==> config.mk <==
export PLATFORM = sky130hd
export DESIGN_NAME = lane_score_engine
export DESIGN_NICKNAME = d
export VERILOG_FILES = /design/src/rtl/lane_game_pkg.sv /design/src/rtl/score_bcd_conv.sv /design/src/rtl/lane_score_engine.sv
export SDC_FILE = /design/constraint.sdc
export NUM_CORES = 1
export LEC_CHECK = 0
export ABC_AREA = 1
export BUFFER_PORTS_ARGS = -buffer_cell sky130_fd_sc_hd__buf_2
export CAP_MARGIN = 10
export CORE_MARGIN = 2
export CORE_UTILIZATION = 54
export CTS_CLUSTER_SIZE = 40
export DETAILED_ROUTE_END_ITERATION = 12
export PLACE_DENSITY = 0.77
export RECOVER_POWER = 50
export SYNTH_ARGS = -nofsm -noshare
export SYNTH_HDL_FRONTEND = slang
export SYNTH_HIERARCHICAL = 1
export SYNTH_SLANG_ARGS = --single-unit
==> constraint.sdc <==
create_clock -name clk -period 2.75 [get_ports clk]
set_input_delay 0.275 -clock clk [delete_from_list [all_inputs] [get_ports clk]]
set_output_delay 0.275 -clock clk [all_outputs]
set_load 0.02 [all_outputs]
==> src/rtl/lane_game_pkg.sv <==
// lane_game_pkg: shared FSM/judgment types and the combo multiplier used when COMBO_MULT_EN is defined
package lane_game_pkg;
    typedef enum logic [1:0] {IDLE, WINDOW, WAIT} state_t;
    typedef enum logic [1:0] {J_NONE, J_HIT, J_MISS} judge_t;
    localparam int unsigned MULT_T1 = 10;
    localparam int unsigned MULT_T2 = 20;
    localparam int unsigned MULT_T3 = 30;
    function automatic logic [2:0] mult_f(input int unsigned c);
        return c >= MULT_T3 ? 3'd4 : c >= MULT_T2 ? 3'd3 : c >= MULT_T1 ? 3'd2 : 3'd1;
    endfunction
endpackage

==> src/rtl/score_bcd_conv.sv <==
// score_bcd_conv: sequential shift-add-3 binary to BCD converter, busy for SCORE_W+1 cycles per conversion
module score_bcd_conv #(
    parameter int SCORE_W = 14,
    parameter int DIGITS  = 4
) (
    input  logic                  clk,
    input  logic                  rst,
    input  logic                  start,
    input  logic [SCORE_W-1:0]    bin,
    output logic                  busy,
    output logic                  done,
    output logic [4*DIGITS-1:0]   bcd
);
    localparam int CW = $clog2(SCORE_W + 1);
    logic [SCORE_W-1:0]  sh;
    logic [4*DIGITS-1:0] acc, adj;
    logic [CW-1:0]       cnt;
    // add 3 to every digit that will overflow past 9 on the next shift
    always_comb begin
        adj = acc;
        for (int i = 0; i < DIGITS; i++)
            adj[4*i+:4] = acc[4*i+:4] >= 4'd5 ? acc[4*i+:4] + 4'd3 : acc[4*i+:4];
    end
    // latch on start, shift SCORE_W times, then publish the result in one finishing cycle
    always_ff @(posedge clk) begin
        if (rst) begin
            busy <= 1'b0;
            done <= 1'b0;
            bcd  <= '0;
            acc  <= '0;
            sh   <= '0;
            cnt  <= '0;
        end else begin
            done <= 1'b0;
            if (!busy) begin
                if (start) begin
                    busy <= 1'b1;
                    sh   <= bin;
                    acc  <= '0;
                    cnt  <= CW'(SCORE_W);
                end
            end else if (cnt != '0) begin
                acc <= {adj[4*DIGITS-2:0], sh[SCORE_W-1]};
                sh  <= sh << 1;
                cnt <= cnt - 1'b1;
            end else begin
                busy <= 1'b0;
                done <= 1'b1;
                bcd  <= acc;
            end
        end
    end
endmodule

==> src/rtl/lane_score_engine.sv <==
// lane_score_engine: timed note judging, combo and saturating score with BCD readout; COMBO_MULT_EN enables the combo multiplier
import lane_game_pkg::*;

module lane_score_engine #(
    parameter int NUM_LANES      = 5,
    parameter int WINDOW_CYCLES  = 25000,
    parameter int SCORE_W        = 14,
    parameter int MAX_SCORE      = 9999,
    parameter int POINTS_PER_HIT = 10,
    parameter int COMBO_W        = 8,
    parameter int DIGITS         = 4
) (
    input  logic                  clk,
    input  logic                  rst,
    input  logic                  play_en,
    input  logic                  step_valid,
    input  logic [NUM_LANES-1:0]  note_mask,
    input  logic [NUM_LANES-1:0]  btn_level,
    output logic                  hit_pulse,
    output logic                  miss_pulse,
    output logic                  window_open,
    output logic [SCORE_W-1:0]    score,
    output logic [COMBO_W-1:0]    combo,
    output logic [4*DIGITS-1:0]   score_bcd,
    output logic                  bcd_valid
);
    localparam int TW = $clog2(WINDOW_CYCLES);
    state_t               state, state_nx;
    judge_t               judge;
    logic [TW-1:0]        timer;
    logic [NUM_LANES-1:0] note_reg, btn_prev, edge_q, pressed_acc, acc;
    logic                 open_w, hit_c, miss_c, pending, conv_busy, conv_done, conv_start;
    logic [2:0]           mult;
    logic [31:0]          sum;
    logic [SCORE_W-1:0]   score_nx;
    logic [COMBO_W-1:0]   combo_nx;
`ifdef COMBO_MULT_EN
    assign mult = mult_f(32'(combo));
`else
    assign mult = 3'd1;
`endif
    // judgment, next state and next score/combo; a completing press beats a concurrent step or timeout
    always_comb begin
        acc        = pressed_acc | edge_q;
        open_w     = step_valid && note_mask != '0;
        hit_c      = state == WINDOW && acc == note_reg;
        miss_c     = state == WINDOW && (|(acc & ~note_reg) || timer == '0 || step_valid);
        judge      = !play_en ? J_NONE : hit_c ? J_HIT : miss_c ? J_MISS : J_NONE;
        state_nx   = !play_en ? IDLE : step_valid ? (open_w ? WINDOW : WAIT) : judge != J_NONE ? WAIT : state;
        sum        = 32'(score) + 32'(POINTS_PER_HIT) * 32'(mult);
        score_nx   = judge == J_HIT ? (sum > 32'(MAX_SCORE) ? SCORE_W'(MAX_SCORE) : sum[SCORE_W-1:0]) : score;
        combo_nx   = judge == J_MISS ? '0 : (judge == J_HIT && combo != '1) ? combo + 1'b1 : combo;
        conv_start = !conv_busy && (score_nx != score || (pending && conv_done));
    end
    // registered press detection, window timing, pulses, score/combo and BCD restart bookkeeping
    always_ff @(posedge clk) begin
        if (rst) begin
            state       <= IDLE;
            timer       <= '0;
            note_reg    <= '0;
            btn_prev    <= '0;
            edge_q      <= '0;
            pressed_acc <= '0;
            hit_pulse   <= 1'b0;
            miss_pulse  <= 1'b0;
            window_open <= 1'b0;
            score       <= '0;
            combo       <= '0;
            pending     <= 1'b0;
        end else begin
            state       <= state_nx;
            btn_prev    <= btn_level;
            edge_q      <= btn_level & ~btn_prev;
            hit_pulse   <= judge == J_HIT;
            miss_pulse  <= judge == J_MISS;
            window_open <= state_nx == WINDOW;
            score       <= score_nx;
            combo       <= combo_nx;
            pending     <= conv_busy && (pending || score_nx != score);
            pressed_acc <= play_en && open_w ? '0 : acc;
            if (play_en && open_w) begin
                timer    <= TW'(WINDOW_CYCLES - 1);
                note_reg <= note_mask;
            end else if (timer != '0) begin
                timer <= timer - 1'b1;
            end
        end
    end
    assign bcd_valid = !conv_busy && !pending;
    score_bcd_conv #(.SCORE_W(SCORE_W), .DIGITS(DIGITS)) u_conv (
        .clk   (clk),
        .rst   (rst),
        .start (conv_start),
        .bin   (score_nx),
        .busy  (conv_busy),
        .done  (conv_done),
        .bcd   (score_bcd)
    );
endmodule
* Word level (Yosys, flattened, before mapping)
Index checks and enable logic that the tools add are counted.
** Storage, ports and cells
- Register bits after elaboration :: 115
- Latch bits :: 0
- Bits in writable memories :: 0
- Bits in read-only memories :: 0
- Bits of input ports :: 14
- Output and inout port bits :: 42
- Logic and storage cells :: 103
- Memories kept :: 0
** Operators by class
- Add/sub/neg operators :: 8
- $mul :: 0
- Divide/modulo/power cells :: 0
- Order comparisons :: 5
- Eq/ne operators :: 8
- Shifts and indexed selects :: 0
- Mux-type cells :: 28
- Bitwise operators :: 7
- Reduce and logical (&&, ||, !) cells :: 28
** Operators by type and width (number)
- 2-to-1 mux 14 bit :: 5
- 2-to-1 mux 16 bit :: 3
- 2-to-1 mux 15 bit :: 2
- 2-to-1 mux 4 bit :: 6
- >= comparator 4 x 3 -> 1 bit, second input constant :: 4
- adder 14 x 4 -> 15 bit, second input constant :: 1
- greater-than comparator 15 x 14 -> 1 bit, second input constant :: 1
- logical NOT 15 bit :: 1
- nonzero test 15 bit :: 1
- subtractor 15 x 1 -> 15 bit, second input constant :: 1
- 2-to-1 mux 2 bit :: 7
- != test 14 bit :: 1
- adder 4 x 2 -> 4 bit, second input constant :: 3
- bitwise AND 5 bit :: 2
- NOT 5 bit :: 2
- logical AND 1 bit :: 9
- adder 8 x 1 -> 8 bit, second input constant :: 1
- != test 8 bit, second input constant :: 1
- == test 2 x 1 -> 1 bit, second input constant :: 3
- nonzero test 2 bit :: 3
- OR reduction 2 bit :: 3
- == test 5 bit :: 1
- bitwise OR 5 bit :: 1
- nonzero test 5 bit :: 1
- 12 further kinds :: 21

* Depth between registers and ports, before layout
Gate-level depths: netlist of the first run.
- Depth after elaboration :: 16
- Gate-level depth with buffers :: 27
- Gate-level depth less buffers :: 27

* Hierarchy
The synthesis of the first run kept the hierarchy.
** Modules (own cells, without submodules)
- lane_score_engine :: times used 1, cells each 501, area an instance 3362.0 µm², seq. area each 1261.2 µm²
- score_bcd_conv :: times used 1, cells each 362, area an instance 2449.8 µm², seq. area each 1041.0 µm²

* Least setup slack after synthesis of the first run
OpenSTA, ideal clock, no wires.
- Path kind :: reg2reg
- Start point :: register score[2]
- End point :: register u_conv.acc[2]
- Setup time :: 0.070 ns
- Data arrival time :: 2.868 ns
- Setup slack :: -0.189 ns
- Stages on the path, launching flop included :: 26
- Buffers on the path :: 2
- Path through :: dfxtp_1 > ha_1 > nor2_1 > nor2_2 > nand2_1 > nand2_1 > nand2_1 > nor2_1 > nand3_1 > nand2_1 > nand2_2 > nand2_2 > nand2_4 > buf_12 > nand4_1 > o21ai_1 > nor2_1 > nand4_1 > nand2_1 > inv_1 > nor2_1 > inv_2 > nand2_2 > buf_4 > nand2_1 > a21oi_1
** Between the ends
- Word-level cells in the longest chain between the ends :: 9
** RTL lines
- start, declared :: RTL line lane_score_engine.sv:22 : output logic [SCORE_W-1:0] score,
- start signal, assigned :: RTL line lane_score_engine.sv:77 : score <= score_nx;
- adder 14 x 4 -> 15 bit :: RTL line lane_score_engine.sv:50 : sum = 32'(score) + 32'(POINTS_PER_HIT) * 32'(mult);
- greater-than comparator 15 x 14 -> 1 bit :: RTL line lane_score_engine.sv:51 : score_nx = judge == J_HIT ? (sum > 32'(MAX_SCORE) ? SCORE_W'(MAX_SCORE) : sum[SCORE_W-1:0]) : score;
- 2-to-1 mux 14 bit (2 in a row) :: RTL line lane_score_engine.sv:51
- != test 14 bit * :: RTL line lane_score_engine.sv:53 : conv_start = !conv_busy && (score_nx != score || (pending && conv_done));
- logical OR 1 bit * :: RTL line lane_score_engine.sv:53
- logical AND 1 bit * :: RTL line lane_score_engine.sv:53
- net conv_start :: RTL line lane_score_engine.sv:32 : logic open_w, hit_c, miss_c, pending, conv_busy, conv_done, conv_start;
- nonzero test 2 bit (no line) *
- AND reduction 2 bit (no line) *
- end signal, assigned :: RTL line score_bcd_conv.sv:43 : acc <= {adj[4*DIGITS-2:0], sh[SCORE_W-1]};
- end, declared :: RTL line score_bcd_conv.sv:16 : logic [4*DIGITS-1:0] acc, adj;
Mark *: on every way through the listed nets, which the timed path passes. The rest lies on a longest branch.
A chain may end at the register's enable or synchronous reset.

* Worst setup path in the final report of the first run
- Start point :: register score[2]
- End point :: register u_conv.sh[0]
** Between the ends
- Word-level cells in the longest chain between the ends :: 9
- Elaborated cells on any way between the ends :: 11
- Classes of those cells :: add/sub (1); order compare (1); eq/ne (1); mux (4); reduce/logical (4)
** RTL lines
- adder 14 x 4 -> 15 bit :: RTL line lane_score_engine.sv:50
- greater-than comparator 15 x 14 -> 1 bit :: RTL line lane_score_engine.sv:51
- 2-to-1 mux 14 bit (2 in a row) :: RTL line lane_score_engine.sv:51
- != test 14 bit * :: RTL line lane_score_engine.sv:53
- logical OR 1 bit * :: RTL line lane_score_engine.sv:53
- logical AND 1 bit * :: RTL line lane_score_engine.sv:53
- net conv_start :: RTL line lane_score_engine.sv:32
- nonzero test 2 bit (no line) *
- AND reduction 2 bit (no line) *
- end signal, assigned :: RTL line score_bcd_conv.sv:38 : sh <= bin;
- end signal, assigned :: RTL line score_bcd_conv.sv:44 : sh <= sh << 1;
- end, declared :: RTL line score_bcd_conv.sv:15 : logic [SCORE_W-1:0] sh;
Mark *: on every way through the listed nets, which the timed path passes. The rest lies on a longest branch. The select of a mux whose other input is x is not followed.

==> results.md, run 1 <==
- Worst Reg-to-Reg Cells: 26
- Pwr Total: 4.30 mW
- Antenna-violating nets left: 0
- Met2 Use GR: 43.1%
- Status: finished with violations
- Worst-margin pin slew: 0.640 ns
- Worst setup path endpoint: u_conv/sh[0]
- IO Pins: 56
- Post-synthesis compound-gate area fraction: 12.4%
- Fraction of layout instances using a drive strength above 1: 26.3%
- Worst R2R Start: score[2]
- Crit path launch: score[2]
- Final HPWL DP: 9430 um
- VDD IR max: 0.443 mV
- Met1 Use GR: 34.7%
- # DRC: 0
- Most Crowded Layer GR: met2
- Worst skew pair latency: 0.52 ns
- Synthesized netlist cell count: about 860
- Initial Utilization: 56.0%
- DRT Pass-1 Iters: 7
- Seq cells post-synth: 115
- Synth Warn #: 6
- CP Class: register to register
- Die height: 108 um
- Worst Path Required: 3.20 ns
- Hold depth: 3
- Core area: 10400 um2
- Met3 GRT Util: 5.99%
- CTS tree: yes
- CTS root buf: clkbuf_8
- Die area: between 10000 and 15000 um2
- Most common cell after layout, fill and taps aside: nand2_1
- Leakage: 3.56 nW
- Period utilization: 113%
- Max Cap Viol: 0
- CP max stage delay: between 0.3 and 0.4 ns
- Top Registers: u_conv/acc (16), u_conv/bcd (16), timer (15)
- Final Max Slew Viols: 0
- Largest family of logic cells by synthesized area: simple AND/OR/NAND/NOR gates
- Fin crit period: 3.11 ns
- Total track usage: 26.6%
- Hold Slack: 0.0217 ns
- DR iter-0 viols: 455
- Global-route wire length before repair: between 20000 and 25000 um
- Vias in the first global route: between 5k and 6k
- Min-Delay Path Class: input port to register
- Syn avg cell area: 6.73 um2
- Worst Setup End Kind: register
- Initial antenna violation count: 0
- Number of I/O port buffers: 55
- Cells after DPL: around 1.1k
- Die width: 108 um
- Vias/cell: 5.36
- Yosys cell types: 38
- Largest net degree at the start of global routing: 48
- Xor and xnor area share after synthesis: 0%
- Setup slack after layout: -0.358 ns
- Clk sinks: 115
- R2r endpoint: u_conv/sh[0]
- Worst Setup Start Kind: register
- Worst slew margin: 57.3%
- Avg WL per Cell: ~14 um
- Routability cong.: 0.966
- Most frequent cells in the layout: nand2_1 (192), inv_1 (113), dfxtp_1 (107), nor2_1 (93), a21oi_1 (65)
- Post-synthesis cell area: between 5000 and 6000 um2
- CP max FO: 7
- Site Rows: 37
- Pwr/cell area: 563 nW/um2
- Worst slack, placed: -0.263 ns
- Setup-failing EPs final: 35
- Multiplexer area fraction after synthesis: 0%
- RSZ-0062 raised after global routing: yes
- CP arrival: around 3.6 ns
- Failing checks: setup timing
- Post-synthesis simple-gate area fraction: about a third
- Seq/Total Area, Yosys: 39.6%
- Clock-pin slew on the worst setup and hold paths: 0.06 ns
- Syn_nets: around 900
- Post-synthesis adder-cell area fraction: under 10%
- Slowest library cell on the worst path: dfxtp_4
- Congestion Overflow GR: 0
- CTS Buf Count: 17
- Final Hold Vio Count: 0
- Post-route insts no fill: 1134
- CTS max path bufs: 2
- Max H-tree Level: 4
- Via Count: 6081
- Fin Clk Skew: 0.00658 ns
- Area delta synth->final: 31.5%
- Final WL: 15500 um
- R2R Setup Slk: -0.36 ns
- Fin nets: 1021
- Antenna diode count: 0
- Fmax achieved: around 320 MHz
final cells by class:
type | count | area [um2]
well taps | 136 | 170
repair buffers | 130 | 946
flip-flops and latches | 115 | 2320
fillers | 813 | 2730
inverters | 120 | 453
clock buffers | 23 | 457
multi-input cells | 604 | 3240
clock inverters | 6 | 57.6
metrics by stage:
stage / util, % / setup TNS (ns) / area [um2]
after global placement: 62.9 / -4.73 / 6520
final: 73.7 / -10.80 / 7640
after global routing: 73.7 / -16.04 / 7640
after floorplan: - / 0 / 5820
after CTS: 70.9 / -2.12 / 7350
after detailed placement: 62.9 / -7.77 / 6520
where the power goes:
part | internal [mW] | switching, mW | total [mW]
sequential | 1.75 | 0.0544 | 1.80
combinational | 0.213 | 0.345 | 0.559
clock | 1.22 | 0.719 | 1.94
total | 3.18 | 1.12 | 4.30
repair_timing:
action	CTS	global route
hold endpoints to repair	10	0
gates resized for setup	39	64
setup endpoints to repair	35	35
pin swaps	12	49
cloned	1	2
setup buffers	14	3
hold buffers	5	0
layer usage:
metal	share of wire (%)	up-vias
met5	0	-
met4	2.2	0
met3	5.9	36
met2	48	218
met1	44	2812
li1	-	3015
cells by family (layout without fill, tap and decap cells):
kind of cell,count (synthesis),count (layout)
simple gates,446,447
buf+inv,145,279
compound gates,138,138
flops,115,115
fa+ha+maj,19,19
worst min path at each step:
stage             endpoint          from
2_1_floorplan    edge_q[0]   btn_prev[0]
3_3_place_gp     edge_q[2]   btn_prev[2]
3_5_place_dp     edge_q[4]   btn_prev[4]
4_1_cts        note_reg[3]  note_mask[3]
5_1_grt        note_reg[3]  note_mask[3]
6_report       note_reg[3]  note_mask[3]
Yosys cell counts, drive strengths merged:
cell type | number | share of area, %
a31oi | 5 | 0.54
clkbuf | 13 | 1.0
a21oi | 79 | 6.9
nor4 | 3 | 0.32
o22ai | 3 | 0.32
o21a | 2 | 0.26
nand3 | 59 | 5.3
or3 | 1 | 0.11
nor3 | 11 | 0.95
and3 | 2 | 0.22
buf | 12 | 1.6
dfxtp | 115 | 40
nand4 | 18 | 2.0
clkinv | 1 | 0.065
ha | 19 | 4.1
o311ai | 1 | 0.15
or2 | 7 | 0.75
o21ai | 47 | 4.1
inv | 119 | 7.7
nor3b | 4 | 0.52
nand2 | 230 | 16
a31o | 1 | 0.15
nor2 | 111 | 7.8
worst max-delay path: cells and delay by family, from the launching register on:
kind,cells,cell delay (ns)
DFF,1,0.36
and+or+nand+nor,20,1.95
adders and majority gates,1,0.17
buffers and inverters,4,0.39
AOI/OAI and AO/OA,1,0.15
Power figures use the tool's default switching activity.
==> inputs of run 2 (changes only) <==
--- a/config.mk
+++ b/config.mk
@@ -9,11 +9,13 @@
 export BUFFER_PORTS_ARGS = -buffer_cell sky130_fd_sc_hd__buf_2
 export CAP_MARGIN = 10
 export CORE_MARGIN = 2
-export CORE_UTILIZATION = 54
+export CORE_UTILIZATION = 56
+export CTS_BUF_LIST = sky130_fd_sc_hd__clkbuf_2
 export CTS_CLUSTER_SIZE = 40
 export DETAILED_ROUTE_END_ITERATION = 12
-export PLACE_DENSITY = 0.77
+export PLACE_DENSITY = 0.79
 export RECOVER_POWER = 50
+export SLEW_MARGIN = 20
 export SYNTH_ARGS = -nofsm -noshare
 export SYNTH_HDL_FRONTEND = slang
 export SYNTH_HIERARCHICAL = 1
==> run 2 against run 1 <==
  * Via count increased by 2.7%
  * Sequential share of layout area increased by 0.077 points
  * Hold slack improved by 0.34 ns
  * Count of clock-buffer cells in the layout decreased by 6
  * Register-to-register slack got worse by 0.12 ns
  * The run still ends with setup timing left
  * Critical path depth unchanged
  * Largest power group is now registers
==> results.md, run 2 (synthesis gave the netlist of run 1 again) <==
- Status: finished with violations
- Failing checks: setup timing
- # DRC: 0
- Cells after DPL: about 1.1k
- Fraction of layout instances using a drive strength above 1: between 20% and 30%
- VDD IR max: 0.313 mV
- CP max stage delay: 0.41 ns
- Worst-margin pin slew: 0.774 ns
- DR iter-0 viols: 451
- Global-route wire length before repair: 24000 um
- Max Cap Viol: 0
- Routability cong.: 1.01
- Fmax achieved: 310 MHz
- DRT Pass-1 Iters: 5
- CTS Buf Count: 17
- Worst slew margin: 48.3%
- Fillers: about 740
- CP bufs+invs: 9
- CTS root buf: clkbuf_2
- Clk sinks: 115
- Setup-failing EPs final: 35
- Initial antenna violation count: 1
- Min-Delay Path Class: input port to register
- Die height: about 110 um
- Met2 Use GR: 43.9%
- CP Depth: 26
- Final HPWL DP: 9220 um
- Top Registers: u_conv/acc (16), u_conv/bcd (16), timer (15)
- Worst Setup End Kind: register
- Clock-pin slew on the worst setup and hold paths: 0.18 ns
- Met3 GRT Util: 5.50%
- Fin nets: 1044
- Util after Layout: 74.8%
- Vias in the first global route: 5496
- Die area: 11200 um2
- CTS max path bufs: 2
- Pwr Total: 3.70 mW
- Hold Slack: 0.357 ns
- Most frequent cells in the layout: nand2_1 (195), inv_1 (112), dfxtp_1 (107), nor2_1 (92), buf_4 (71)
- Most Crowded Layer GR: met2
- Worst Reg-to-Reg Cells: 26
- Fin Clk Skew: 0.0400 ns
- Setup slack after layout: -0.477 ns
- Core area: 10200 um2
- IO Pins: between 50 and 60
- Cell family with most CP delay: simple AND/OR/NAND/NOR gates
- Period utilization: 117%
- Number of I/O port buffers: 55
- Worst skew pair latency: 0.67 ns
- Die width: ~110 um
- RSZ-0062 raised after global routing: yes
- Hold depth: 4
- CP Class: register to register
- Total track usage: 26.0%
- Final Max Slew Viols: 0
- Leakage: 3.61 nW
- Worst Setup Start Kind: register
- Worst Path Required: roughly 3.3 ns
- Largest net degree at the start of global routing: 35
- Initial Utilization: between 50% and 60%
- Most common cell after layout, fill and taps aside: nand2_1
- Site Rows: 37
- Antenna-violating nets left: 0
- Final Hold Vio Count: 0
- Avg WL per Cell: around 13 um
- Post-route insts no fill: 1161
- Pwr/cell area: slightly below 500 nW/um2
- Congestion Overflow GR: 0
- Final WL: 15500 um
- Met1 Use GR: about 33%
- CP max FO: 7
- Fin crit period: 3.23 ns
- CP arrival: about 3.8 ns
- Via Count: 6244
- Most common cell on crit path: nand2_1
- Area delta synth->final: 31.0%
- Worst slack, placed: -0.306 ns
- Slowest library cell on the worst path: dfxtp_4
- Vias/cell: roughly 5.4
- Max H-tree Level: 4
- CTS tree: yes
[run 2: cell count changes in the layout (fill, tap and decap cells not counted), moves of 4 or more]
cell / previous run / this run
clkbuf_16: 18 / 1
a21oi_1: 65 / 70
dlygate4sd3_1: 5 / 15
buf_4: 60 / 71
clkbuf_2: 0 / 17
clkbuf_1: 4 / 0
a21oi_2: 14 / 9
[run 2: what timing repair did]
action,CTS,global route
resized for setup,33,72
pin swaps,6,43
cloned,2,2
endpoints found under the setup margin,35,36
buffers inserted,17,8
endpoints found under the hold margin,19,0
hold buffers,16,0
[run 2: through the flow]
stage	TNS, ns	cell area [um2]
global route	-20.71	7620
finish	-15.38	7620
CTS	-6.92	7330
global placement	-5.12	6570
floorplan	0	5820
detailed placement	-8.52	6570
[run 2: layer usage]
layer	vias to the layer above	part of all wire [%]	wire length (um)
met5	-	0	0
met4	0	2.8	433
met3	49	5.8	909
met2	227	48	7430
met1	2900	44	6770
li1	3068	-	-
[run 2: worst register-to-register path: stages, from the launching register on]
cell	delay [ns]
dfxtp_4	0.41
buf_4	0.11
inv_2	0.03
ha_1	0.27
inv_1	0.07
nand4_1	0.15
nor2_2	0.18
nand2_1	0.09
nor2_2	0.09
nand4_1	0.11
buf_4	0.18
nand2_8	0.09
buf_4	0.11
buf_4	0.09
nand2_1	0.04
nand3_1	0.08
nand2_1	0.07
nor2_2	0.11
nand4_1	0.09
nand2_1	0.09
inv_2	0.05
nor2_4	0.13
inv_4	0.07
nand2_8	0.12
buf_12	0.13
nand2_1	0.06
a21oi_1	0.15
[run 2: cell type report]
type	instances	area (um2)	area share (%)
Clock inverter	15	204	2.68
Timing Repair Buffer	154	1170	15.4
Tap cell	136	170	2.23
Sequential cell	115	2320	30.5
Clock buffer	17	85.1	1.12
Antenna cell	1	2.50	0.0329
Multi-Input combinational cell	603	3210	42.2
Inverter	120	453	5.95
[run 2: worst paths after layout]
kind,endpoint,slack (ns),start
max,u_conv/acc[0],-0.48,score[1]
min,btn_prev[3],0.36,btn_level[3]
max reg2reg,u_conv/acc[0],-0.48,score[1]
min reg2reg,edge_q[1],0.38,btn_prev[1]
[run 2: power breakdown]
part	internal [mW]	switching [mW]	total, mW
Combinational	0.237	0.356	0.593
Clock	0.604	0.697	1.30
Sequential	1.75	0.0583	1.81
